File: config.mk
export PLATFORM = sky130hd
export DESIGN_NAME = sum_ram_drain
export DESIGN_NICKNAME = d
export VERILOG_FILES = /design/src/rtl/sum_ram_drain.sv
export SDC_FILE = /design/constraint.sdc
export NUM_CORES = 1
export LEC_CHECK = 0
export CORE_MARGIN = 2
export CORE_UTILIZATION = 48
export DETAILED_ROUTE_END_ITERATION = 8
export DONT_BUFFER_PORTS = 1
export SYNTH_ARGS = -nofsm -noshare
export SYNTH_HDL_FRONTEND = slang
export SYNTH_SLANG_ARGS = --single-unit
File: constraint.sdc
create_clock -name I_clk -period 8 [get_ports I_clk]
set_input_delay 0.4 -clock I_clk [delete_from_list [all_inputs] [get_ports I_clk]]
set_output_delay 0.4 -clock I_clk [all_outputs]
set_load 0.005 [all_outputs]
File: src/rtl/sum_ram_drain.sv
// Sum RAM read-out: sweeps the RAM, requantizes each partial sum and
// streams it downstream through a credit-protected skid FIFO.
//
// Ports:
//   I_clk, I_rst         clock, async active-high reset
//   I_start              one-cycle pulse, samples I_depth / I_shift
//   I_depth, I_shift     word count and right-shift for this sweep
//   O_rd_en, O_raddr     RAM read port
//   I_rdata              RAM data, valid C_RD_LAT cycles after O_rd_en
//   O_dout, O_dout_valid requantized word at the FIFO head
//   I_dout_ready         downstream accept
//   O_busy, O_done       sweep in progress / one-cycle completion pulse
module sum_ram_drain #(
    parameter int C_DSIZE      = 24,
    parameter int C_OSIZE      = 8,
    parameter int C_ASIZE      = 10,
    parameter int C_RD_LAT     = 2,
    parameter int C_FIFO_DEPTH = 8
) (
    input  logic               I_clk,
    input  logic               I_rst,
    input  logic               I_start,
    input  logic [C_ASIZE:0]   I_depth,
    input  logic [4:0]         I_shift,
    output logic               O_rd_en,
    output logic [C_ASIZE-1:0] O_raddr,
    input  logic [C_DSIZE-1:0] I_rdata,
    output logic [C_OSIZE-1:0] O_dout,
    output logic               O_dout_valid,
    input  logic               I_dout_ready,
    output logic               O_busy,
    output logic               O_done
);

    localparam int PW = (C_FIFO_DEPTH > 1) ? $clog2(C_FIFO_DEPTH) : 1;
    localparam int CW = $clog2(C_FIFO_DEPTH + 1);
    localparam int LW = $clog2(C_RD_LAT + 1);
    localparam int OW = ((CW > LW) ? CW : LW) + 1;

    localparam logic signed [C_DSIZE:0] QMAX =
        (C_DSIZE + 1)'(2 ** (C_OSIZE - 1) - 1);
    localparam logic signed [C_DSIZE:0] QMIN =
        (C_DSIZE + 1)'(-(2 ** (C_OSIZE - 1)));
    localparam logic [4:0] SH_MAX = 5'(C_DSIZE - 1);

    typedef enum logic [1:0] {
        S_IDLE,
        S_READ,
        S_FLUSH,
        S_DONE
    } state_t;

    state_t             state;
    logic [C_ASIZE:0]   depth_q;
    logic [4:0]         shift_q;

    logic [C_RD_LAT-1:0] vpipe;
    logic                tap;
    logic [LW-1:0]       inflight;
    logic [OW-1:0]       occ;
    logic                issue;
    logic                last_issue;
    logic                drained;

    logic [C_OSIZE-1:0] mem [C_FIFO_DEPTH];
    logic [PW-1:0]      wptr;
    logic [PW-1:0]      rptr;
    logic [CW-1:0]      cnt;
    logic               push;
    logic               pop;

    logic [4:0]                sh;
    logic signed [C_DSIZE:0]   s_ext;
    logic signed [C_DSIZE:0]   rnd;
    logic signed [C_DSIZE:0]   r;
    logic [C_OSIZE-1:0]        q;

    // Reads in flight plus words already buffered: this is the credit
    // that keeps the FIFO from ever overflowing.
    always_comb begin
        inflight = '0;
        for (int i = 0; i < C_RD_LAT; i++) begin
            inflight = inflight + LW'(vpipe[i]);
        end
    end

    assign occ        = OW'(inflight) + OW'(cnt);
    assign issue      = (state == S_READ) && (occ < OW'(C_FIFO_DEPTH));
    assign last_issue = issue && ({1'b0, O_raddr} == depth_q - 1'b1);
    assign O_rd_en    = issue;

    assign tap  = vpipe[C_RD_LAT-1];
    assign push = tap;
    assign pop  = O_dout_valid && I_dout_ready;

    // Look ahead one cycle so O_done follows the last accept directly.
    assign drained = (vpipe == '0) &&
                     ((cnt == '0) || ((cnt == CW'(1)) && pop));

    // Sweep control
    always_ff @(posedge I_clk or posedge I_rst) begin
        if (I_rst) begin
            state   <= S_IDLE;
            depth_q <= '0;
            shift_q <= '0;
            O_raddr <= '0;
            O_busy  <= 1'b0;
            O_done  <= 1'b0;
        end else begin
            O_done <= 1'b0;
            unique case (state)
                S_IDLE: begin
                    if (I_start) begin
                        depth_q <= I_depth;
                        shift_q <= I_shift;
                        O_raddr <= '0;
                        O_busy  <= 1'b1;
                        if (I_depth == '0) begin
                            state  <= S_DONE;
                            O_done <= 1'b1;
                        end else begin
                            state <= S_READ;
                        end
                    end
                end
                S_READ: begin
                    if (last_issue) begin
                        state <= S_FLUSH;
                    end else if (issue) begin
                        O_raddr <= O_raddr + 1'b1;
                    end
                end
                S_FLUSH: begin
                    if (drained) begin
                        state  <= S_DONE;
                        O_done <= 1'b1;
                    end
                end
                S_DONE: begin
                    state  <= S_IDLE;
                    O_busy <= 1'b0;
                end
                default: begin
                    state <= S_IDLE;
                end
            endcase
        end
    end

    // Read-latency tracker: a set bit at the tap marks valid I_rdata.
    always_ff @(posedge I_clk or posedge I_rst) begin
        if (I_rst) begin
            vpipe <= '0;
        end else begin
            vpipe <= (vpipe << 1) | C_RD_LAT'(issue);
        end
    end

    // Round half up, arithmetic shift, saturate to C_OSIZE.
    always_comb begin
        sh    = (shift_q > SH_MAX) ? SH_MAX : shift_q;
        s_ext = {I_rdata[C_DSIZE-1], I_rdata};
        rnd   = '0;
        r     = s_ext;
        if (sh != 5'd0) begin
            rnd = (C_DSIZE + 1)'(1) << (sh - 5'd1);
            r   = (s_ext + rnd) >>> sh;
        end
        if (r > QMAX) begin
            q = QMAX[C_OSIZE-1:0];
        end else if (r < QMIN) begin
            q = QMIN[C_OSIZE-1:0];
        end else begin
            q = r[C_OSIZE-1:0];
        end
    end

    // Skid FIFO storage
    always_ff @(posedge I_clk) begin
        if (push) begin
            mem[wptr] <= q;
        end
    end

    always_ff @(posedge I_clk or posedge I_rst) begin
        if (I_rst) begin
            wptr <= '0;
            rptr <= '0;
            cnt  <= '0;
        end else begin
            if (push) begin
                wptr <= (wptr == PW'(C_FIFO_DEPTH - 1)) ? '0 : wptr + 1'b1;
            end
            if (pop) begin
                rptr <= (rptr == PW'(C_FIFO_DEPTH - 1)) ? '0 : rptr + 1'b1;
            end
            cnt <= cnt + CW'(push) - CW'(pop);
        end
    end

    // Show-ahead head; forced to zero when empty so reset leaves it at 0.
    assign O_dout_valid = (cnt != '0);
    assign O_dout       = O_dout_valid ? mem[rptr] : '0;

endmodule

==> tab_implementation.tex, run 1 <==
\begin{tabular}{lr}
\hline
Metric & Value \\
\hline
\multicolumn{2}{l}{\textbf{Run status}} \\
Status & finished, final reports clean \\
\multicolumn{2}{l}{\textbf{Global route}} \\
Number of antenna violations at the first check in global routing & 0 \\
Via count of the first global-routing pass & 7159 \\
Pin count of the biggest net entering global routing & 43 \\
Overflow after GRT & 0 \\
Global-route wire length before repair & between 40000 and 50000 um \\
Overall fraction of global-route tracks in use & a little over a quarter \\
\multicolumn{2}{l}{\textbf{Critical path}} \\
Startpoint types & flop \\
Critical path peak fanout & 26 \\
Reg2reg path depth & 19 \\
Worst R2R Start & shift\_q[3] \\
Worst setup EP type & flop \\
CP Capture Point & mem[4][3] \\
Worst endpoint data arrival time & just over 6000 ps \\
Internal reg-to-reg setup slack & $\sim$1800 ps \\
Startpoint of the most critical setup path & shift\_q[3] \\
Category of the most critical setup path & flop to flop \\
Critical Path RT & roughly 8000 ps \\
Worst r2r dst & mem[4][3] \\
\multicolumn{2}{l}{\textbf{Place}} \\
HPWL after detailed placement & about 20000 um \\
Final RePlAce weighted congestion & just over 1 \\
Input/output buffers & 0 \\
Worst setup slack after placement & 1960 ps \\
\multicolumn{2}{l}{\textbf{Route}} \\
Average detailed-routed wire length per instance & roughly 22 um \\
DRT antenna net count & 0 \\
Initial DRC Count & around 700 \\
Vias & between 7000 and 8000 \\
WL final & between 20000 and 30000 um \\
Via density per instance & between 6 and 7 \\
DRC violation count after routing & 0 \\
Total iterations of the first detailed-routing run & 5 \\
\multicolumn{2}{l}{\textbf{Finish}} \\
Register cell area after layout & just under 3000 um2 \\
Fraction of layout instances using a drive strength above 1 & roughly an eighth \\
Number of fillers in the final layout & between 1500 and 2000 \\
Post-layout nets & approximately 1000 \\
Total area of multi-input combinational cells & 5370 um2 \\
Leading cell type in the layout, fill and taps excluded & sky130\_fd\_sc\_hd\_\_nand2\_1 \\
Diodes inserted & 0 \\
Synthesis-to-layout area growth & 5.19\% \\
Leading cell types in the layout, fill and taps excluded & 103 x sky130\_fd\_sc\_hd\_\_nand2\_1, 98 x sky130\_fd\_sc\_hd\_\_nor2\_1, 64 x sky130\_fd\_sc\_hd\_\_edfxtp\_1 \\
\multicolumn{2}{l}{\textbf{Clock tree}} \\
Total of hold buffers inserted after clock tree synthesis & 0 \\
Number of buffers on the longest clock path & 2 \\
Skew-Pair Late Insertion Delay & 350 ps \\
CTS H-tree depth & 3 \\
Post-cts resize count & 0 \\
CTS tree & built \\
Number of buffers inserted by post-CTS setup repair & 0 \\
CTS clk-pin slew, worst paths & roughly 70 ps \\
Number of sinks driven by the clock tree & approximately 110 \\
Cell at the root of the clock tree & sky130\_fd\_sc\_hd\_\_clkbuf\_16 \\
Num CTS Buffers & 9 \\
\multicolumn{2}{l}{\textbf{Die}} \\
Starting utilization of the core area & 48.6\% \\
Area of the die & between 15000 and 20000 um2 \\
Die Y & 138 um \\
Number of cell rows & approximately 50 \\
Die span in x & 138 um \\
Top-level port count & 66 \\
Area of the core & roughly 18000 um2 \\
\multicolumn{2}{l}{\textbf{Synthesis}} \\
Async set-or-reset flop fraction in the synthesized netlist & 39.6\% \\
Yosys synthesis warning count & 0 \\
Most used flip-flop cell after synthesis & sky130\_fd\_sc\_hd\_\_edfxtp\_1 \\
Part of the Yosys area used for sequential elements & between 30\% and 40\% \\
Synthesized cell area & 8660 um2 \\
Average cell area after synthesis & 9.18 um2 \\
Number of synthesized flops with an enable pin & 64 \\
Ranking of synthesized cells by area & sky130\_fd\_sc\_hd\_\_edfxtp\_1 22\%, sky130\_fd\_sc\_hd\_\_dfrtp\_1 12\%, sky130\_fd\_sc\_hd\_\_ha\_1 6.1\% \\
Number of nets in the synthesized netlist & 1032 \\
Top-area cell type share of the netlist area & around 22\% \\
Gate Count Post-Synth & around 940 \\
Unique cell type count in the Yosys netlist & 93 \\
Count of state elements after synthesis & $\sim$110 \\
Cell type with the highest aggregate area in the netlist & sky130\_fd\_sc\_hd\_\_edfxtp\_1 \\
\multicolumn{2}{l}{\textbf{STA}} \\
Setup repair after global routing missed its margin & false \\
Number of pins exceeding their max-slew limit in the final report & 0 \\
Finish-stage setup viols & 0 \\
Min setup slack post-route & around 1800 ps \\
Post-route worst hold slack & around 120 ps \\
Setup\_tns & 0 ps \\
Transition time at the pin with the least slew margin & just over 900 ps \\
Slew HR & between 30\% and 40\% \\
Share of the clock period used by the worst path after layout & 77.4\% \\
Hold Vio Cnt, Final & 0 \\
Worst-case clock skew & between 10 and 15 ps \\
Period minus WS final & roughly 6200 ps \\
Max Freq & approximately 160 MHz \\
\multicolumn{2}{l}{\textbf{Run}} \\
Max-cap viol count & 0 \\
\multicolumn{2}{l}{\textbf{Power and ir drop}} \\
Pwr dens & 409 nW/um2 \\
P\_leak & approximately 0.0034 uW \\
IR drop worst, VDD & about 0.21 mV \\
\multicolumn{2}{l}{\textbf{Min path}} \\
Class of the tightest hold or removal check & input pin to async pin \\
\hline
\end{tabular}
## cell type report
cell class	instances	share of cell area (%)
Clock buffer	9	2.47
Clock inverter	7	0.659
Inverter	33	1.36
Multi-Input combinational cell	758	58.9
Sequential cell	106	32.6
Tap cell	229	3.14
Timing Repair Buffer	10	0.824
## metal layers
metal / track usage [%] / vias up / share of wire [%]
met5: 0 / - / 0
li1: - / 3515 / -
met1: 35.4 / 3527 / 42
met2: 43.5 / 358 / 47
met3: 3.81 / 64 / 7.1
met4: 8.97 / 0 / 3.5
## worst min-delay path by stage
stage / to / slack (ps) / depth (start not counted)
floorplan: vpipe[1] / 380 / 0
global placement: vpipe[1] / 410 / 0
detailed placement: vpipe[1] / 410 / 0
CTS: cnt[1] / 140 / 1
global route: cnt[1] / 190 / 1
finish: cnt[1] / 120 / 1
## kinds of logic (layout without fill, tap and decap cells)
family	count (synthesis)	count (layout)	share of synthesized area, %
AND/OR/NAND/NOR	332	332	17.7
multiplexers	59	59	9.72
XOR/XNOR	45	45	4.64
AO/OA/AOI/OAI	277	277	23.1
buffers and inverters	80	59	3.87
adder cells (fa/ha/maj)	44	44	6.53
other	1	1	0.0433
flip-flops	106	106	34.3
## worst max-delay path, cell delays in order (launching register included)
cell                       delay [ps]
sky130_fd_sc_hd__dfrtp_1          720
sky130_fd_sc_hd__nor2_1           490
sky130_fd_sc_hd__nand2_1          290
sky130_fd_sc_hd__nor3b_1          270
sky130_fd_sc_hd__ha_1             250
sky130_fd_sc_hd__inv_1             70
sky130_fd_sc_hd__fa_1             400
sky130_fd_sc_hd__nand2b_1         180
sky130_fd_sc_hd__a21oi_1          240
sky130_fd_sc_hd__o21a_1           280
sky130_fd_sc_hd__a211oi_4         100
sky130_fd_sc_hd__o21a_1           280
sky130_fd_sc_hd__xor2_1           730
sky130_fd_sc_hd__a21oi_1          160
sky130_fd_sc_hd__a22o_1           280
sky130_fd_sc_hd__o22ai_1          230
sky130_fd_sc_hd__nand4_1          140
sky130_fd_sc_hd__a211oi_2         220
sky130_fd_sc_hd__a31o_2           300
sky130_fd_sc_hd__o21ai_1          240
## power by group
part	total [uW]	internal, uW	switching, uW	leakage [uW]
clock	417	217	200	0.000143
combinational	2380	880	1500	0.00219
sequential	929	756	173	0.00110
## synthesized netlist by cell type, types with 18 or more instances
| library cell | count |
|---|---|
| sky130_fd_sc_hd__nand3_1 | 19 |
| sky130_fd_sc_hd__edfxtp_1 | 64 |
| sky130_fd_sc_hd__nor3_1 | 39 |
| sky130_fd_sc_hd__a21oi_1 | 64 |
| sky130_fd_sc_hd__nand2_1 | 103 |
| sky130_fd_sc_hd__dfrtp_1 | 42 |
| sky130_fd_sc_hd__nor2_1 | 98 |
| sky130_fd_sc_hd__mux2_2 | 21 |
| sky130_fd_sc_hd__clkbuf_1 | 25 |
| sky130_fd_sc_hd__xnor2_1 | 22 |
| sky130_fd_sc_hd__ha_1 | 42 |
| sky130_fd_sc_hd__xor2_1 | 22 |
| sky130_fd_sc_hd__o21ai_0 | 39 |
| sky130_fd_sc_hd__inv_1 | 32 |
| sky130_fd_sc_hd__o21ai_1 | 22 |
| sky130_fd_sc_hd__mux4_2 | 18 |
| sky130_fd_sc_hd__mux2i_1 | 20 |
## sequential cells by signal, summed over array words and instances, names as in the netlist
| register | cells |
|---|---|
| mem | 64 |
| depth_q | 11 |
| O_raddr | 10 |
| shift_q | 5 |
| cnt | 4 |
| rptr | 3 |
| wptr | 3 |
| state | 2 |
| vpipe | 2 |
| O_busy | 1 |
| O_done | 1 |
## stage by stage
stage               instances  area (um2)  power, uW  util (%)
floorplan                 944        8660       2650         -
global placement         1136        8830       3260      49.5
detailed placement       1136        8830       3250      49.5
CTS                      1152        9110       3670      51.1
global route             1152        9110       3980      51.1
finish                   1152        9110       3720      51.1
(Power assumes the default switching activity.)
==> run 2: changes to the inputs <==
clock period = 6.3 ns   (was 8 ns; I/O delays follow)
==> run 2 against run 1 <==
- global-route usage grew 0.44 points
- critical path depth up 1
- non-clock buffer count is 15 higher
- largest power group unchanged
- maximum frequency rose by 9.6%
- first-iteration DRC count shrank 6.1%
- clock skew is 5.2 ps lower
- final cell count increased by 1.3%
- critical endpoint is now mem[2][1]
==> tab_implementation.tex, run 2 (same netlist as run 1, synthesis figures left out) <==
\begin{tabular}{lr}
\hline
Metric & Value \\
\hline
\multicolumn{2}{l}{\textbf{Clock tree}} \\
CTS H-tree depth & 3 (unchanged) \\
Post-cts resize count & 0 (unchanged) \\
Total of hold buffers inserted after clock tree synthesis & 0 (unchanged) \\
Cell at the root of the clock tree & sky130\_fd\_sc\_hd\_\_clkbuf\_16 \\
Number of buffers on the longest clock path & 2 (unchanged) \\
CTS clk-pin slew, worst paths & 70 ps (about the same) \\
CTS tree & built \\
Number of sinks driven by the clock tree & 106 (unchanged) \\
Skew-Pair Late Insertion Delay & 340 ps (about the same) \\
Number of buffers inserted by post-CTS setup repair & 0 (unchanged) \\
Num CTS Buffers & 9 (unchanged) \\
\multicolumn{2}{l}{\textbf{Global route}} \\
Number of antenna violations at the first check in global routing & 0 (unchanged) \\
Via count of the first global-routing pass & 7323 (+2.3\%) \\
Overflow after GRT & 0 (unchanged) \\
Global-route wire length before repair & 40900 um (+1.6\%) \\
Overall fraction of global-route tracks in use & 26.7\% (+0.44 points) \\
Pin count of the biggest net entering global routing & 43 (unchanged) \\
\multicolumn{2}{l}{\textbf{Die}} \\
Starting utilization of the core area & 48.6\% (unchanged) \\
Area of the die & 19100 um2 (unchanged) \\
Die span in x & 138 um (unchanged) \\
Die Y & 138 um (unchanged) \\
Number of cell rows & 49 (unchanged) \\
Top-level port count & 66 (unchanged) \\
Area of the core & 17800 um2 (unchanged) \\
\multicolumn{2}{l}{\textbf{Power and ir drop}} \\
P\_leak & 0.00350 uW (+1.9\%) \\
IR drop worst, VDD & 0.254 mV (+19\%) \\
Pwr dens & 526 nW/um2 (+29\%) \\
\multicolumn{2}{l}{\textbf{Route}} \\
DRT antenna net count & 0 (unchanged) \\
Average detailed-routed wire length per instance & 22.1 um (about the same) \\
Vias & 7528 (+0.86\%) \\
DRC violation count after routing & 0 (unchanged) \\
Length of routed met3 wiring & 1550 um (-15\%) \\
Met2 Routed Length & 12000 um (about the same) \\
Top metal layer carrying routed signals & met4 \\
Total iterations of the first detailed-routing run & 6 (+1) \\
Via density per instance & 6.45 (-0.44\%) \\
Routed length on met1 & 11100 um (+3.8\%) \\
Initial DRC Count & 659 (-6.1\%) \\
WL final & 25700 um (+1.2\%) \\
\multicolumn{2}{l}{\textbf{Finish}} \\
Leading cell type in the layout, fill and taps excluded & sky130\_fd\_sc\_hd\_\_nand2\_1 \\
Largest register by flop count & mem \\
Largest register FFs & 64 (unchanged) \\
Post-layout nets & 1021 (+1.5\%) \\
Biggest registers after layout & mem (64), depth\_q (11), O\_raddr (10) \\
Synthesis-to-layout area growth & 6.62\% \\
Fraction of layout instances using a drive strength above 1 & 13.2\% (+1.2 points) \\
Final std cells w/o fill & 1167 (+1.3\%) \\
Diodes inserted & 0 (unchanged) \\
Leading cell types in the layout, fill and taps excluded & 103 x sky130\_fd\_sc\_hd\_\_nand2\_1, 98 x sky130\_fd\_sc\_hd\_\_nor2\_1, 64 x sky130\_fd\_sc\_hd\_\_edfxtp\_1 \\
\multicolumn{2}{l}{\textbf{STA}} \\
Number of pins exceeding their max-slew limit in the final report & 0 (unchanged) \\
Share of the clock period used by the worst path after layout & 89.7\% (+12 points) \\
Setup repair after global routing missed its margin & false \\
Hold Vio Cnt, Final & 0 (unchanged) \\
Transition time at the pin with the least slew margin & 1090 ps (+165 ps) \\
Finish-stage setup viols & 0 (unchanged) \\
Post-route worst hold slack & 45.8 ps (-72.7 ps) \\
Max Freq & 177 MHz (+9.6\%) \\
Slew HR & 27.7\% (-11 points) \\
Worst-case clock skew & 8.40 ps (-5.21 ps) \\
Period minus WS final & 5650 ps (-545 ps) \\
Setup\_tns & 0 ps (unchanged) \\
\multicolumn{2}{l}{\textbf{Critical path}} \\
Critical path peak fanout & 15 (-42\%) \\
Category of the most critical setup path & flop to flop \\
Critical Path RT & 6360 ps (-1660 ps) \\
Worst endpoint data arrival time & 5710 ps (-510 ps) \\
Startpoint types & flop \\
Worst setup EP type & flop \\
\multicolumn{2}{l}{\textbf{Run status}} \\
Status & finished, final reports clean \\
\multicolumn{2}{l}{\textbf{Place}} \\
Total placed cells including tap cells & 1151 (+1.3\%) \\
Final RePlAce weighted congestion & 1.02 (-1.9\%) \\
HPWL after detailed placement & 19900 um (+1.8\%) \\
Input/output buffers & 0 (unchanged) \\
\multicolumn{2}{l}{\textbf{Run}} \\
Max-cap viol count & 0 (unchanged) \\
\multicolumn{2}{l}{\textbf{Min path}} \\
Class of the tightest hold or removal check & input pin to async pin \\
\hline
\end{tabular}
## run 2: layout make-up
| class | instances | area, um2 |
|---|---|---|
| fillers | 1667 | 8610 |
| multi-input cells | 758 | 5370 |
| flip-flops and latches | 106 | 2970 |
| well taps | 229 | 287 |
| clock buffers | 11 | 233 |
| repair buffers | 25 | 188 |
| inverters | 33 | 124 |
| clock inverters | 5 | 63.8 |
## run 2: report_power, final
| group | total, uW | internal, uW | switching, uW |
|---|---|---|---|
| logic | 3120 | 1190 | 1930 |
| registers | 1180 | 960 | 222 |
| clock network | 557 | 312 | 245 |
| total | 4850 | 2460 | 2390 |
## run 2: final timing paths
check	from	to	slack, ps	cells after the start
worst max-delay path	shift_q[4]	mem[2][1]	650	20
worst min-delay path	I_rst	rptr[0]	50	1
max in group asynchronous	I_rst	O_raddr[8]	5690	1
min in group I_clk	I_depth[4]	depth_q[4]	120	1
worst max register to register	shift_q[4]	mem[2][1]	650	20
worst min register to register	vpipe[0]	vpipe[1]	420	0
## run 2: critical path, stage by stage (launching register included)
cell                       delay, ps
sky130_fd_sc_hd__dfrtp_1         430
sky130_fd_sc_hd__buf_4           210
sky130_fd_sc_hd__nor2_1          350
sky130_fd_sc_hd__nand2_1         120
sky130_fd_sc_hd__nor3b_1         220
sky130_fd_sc_hd__ha_1            250
sky130_fd_sc_hd__inv_1            70
sky130_fd_sc_hd__fa_1            380
sky130_fd_sc_hd__nand2b_1        170
sky130_fd_sc_hd__a21oi_1         230
sky130_fd_sc_hd__o21ai_1         280
sky130_fd_sc_hd__a21oi_2         310
sky130_fd_sc_hd__mux2i_1         130
sky130_fd_sc_hd__and3_1          210
sky130_fd_sc_hd__a311o_1         360
sky130_fd_sc_hd__a31oi_1         330
sky130_fd_sc_hd__o21ai_1         170
sky130_fd_sc_hd__nor3_1          190
sky130_fd_sc_hd__nand4_1         110
sky130_fd_sc_hd__o21a_2          280
sky130_fd_sc_hd__o31ai_2         560
## run 2: metal layers
layer	track usage, %	vias to the layer above
li1	-	3546
met1	34.7	3608
met2	43.9	294
met3	4.43	80
met4	11.8	0
met5	0	-
## run 2: per-stage QoR
step	utilization, %	setup slack, ps	cell area (um2)	power (uW)
floorplan	-	1410	8660	3360
detailed placement	50.1	762	8940	4230
global placement	50.1	828	8940	4240
CTS	51.8	732	9240	4800
global route	51.8	199	9240	5180
finish	51.8	649	9240	4850
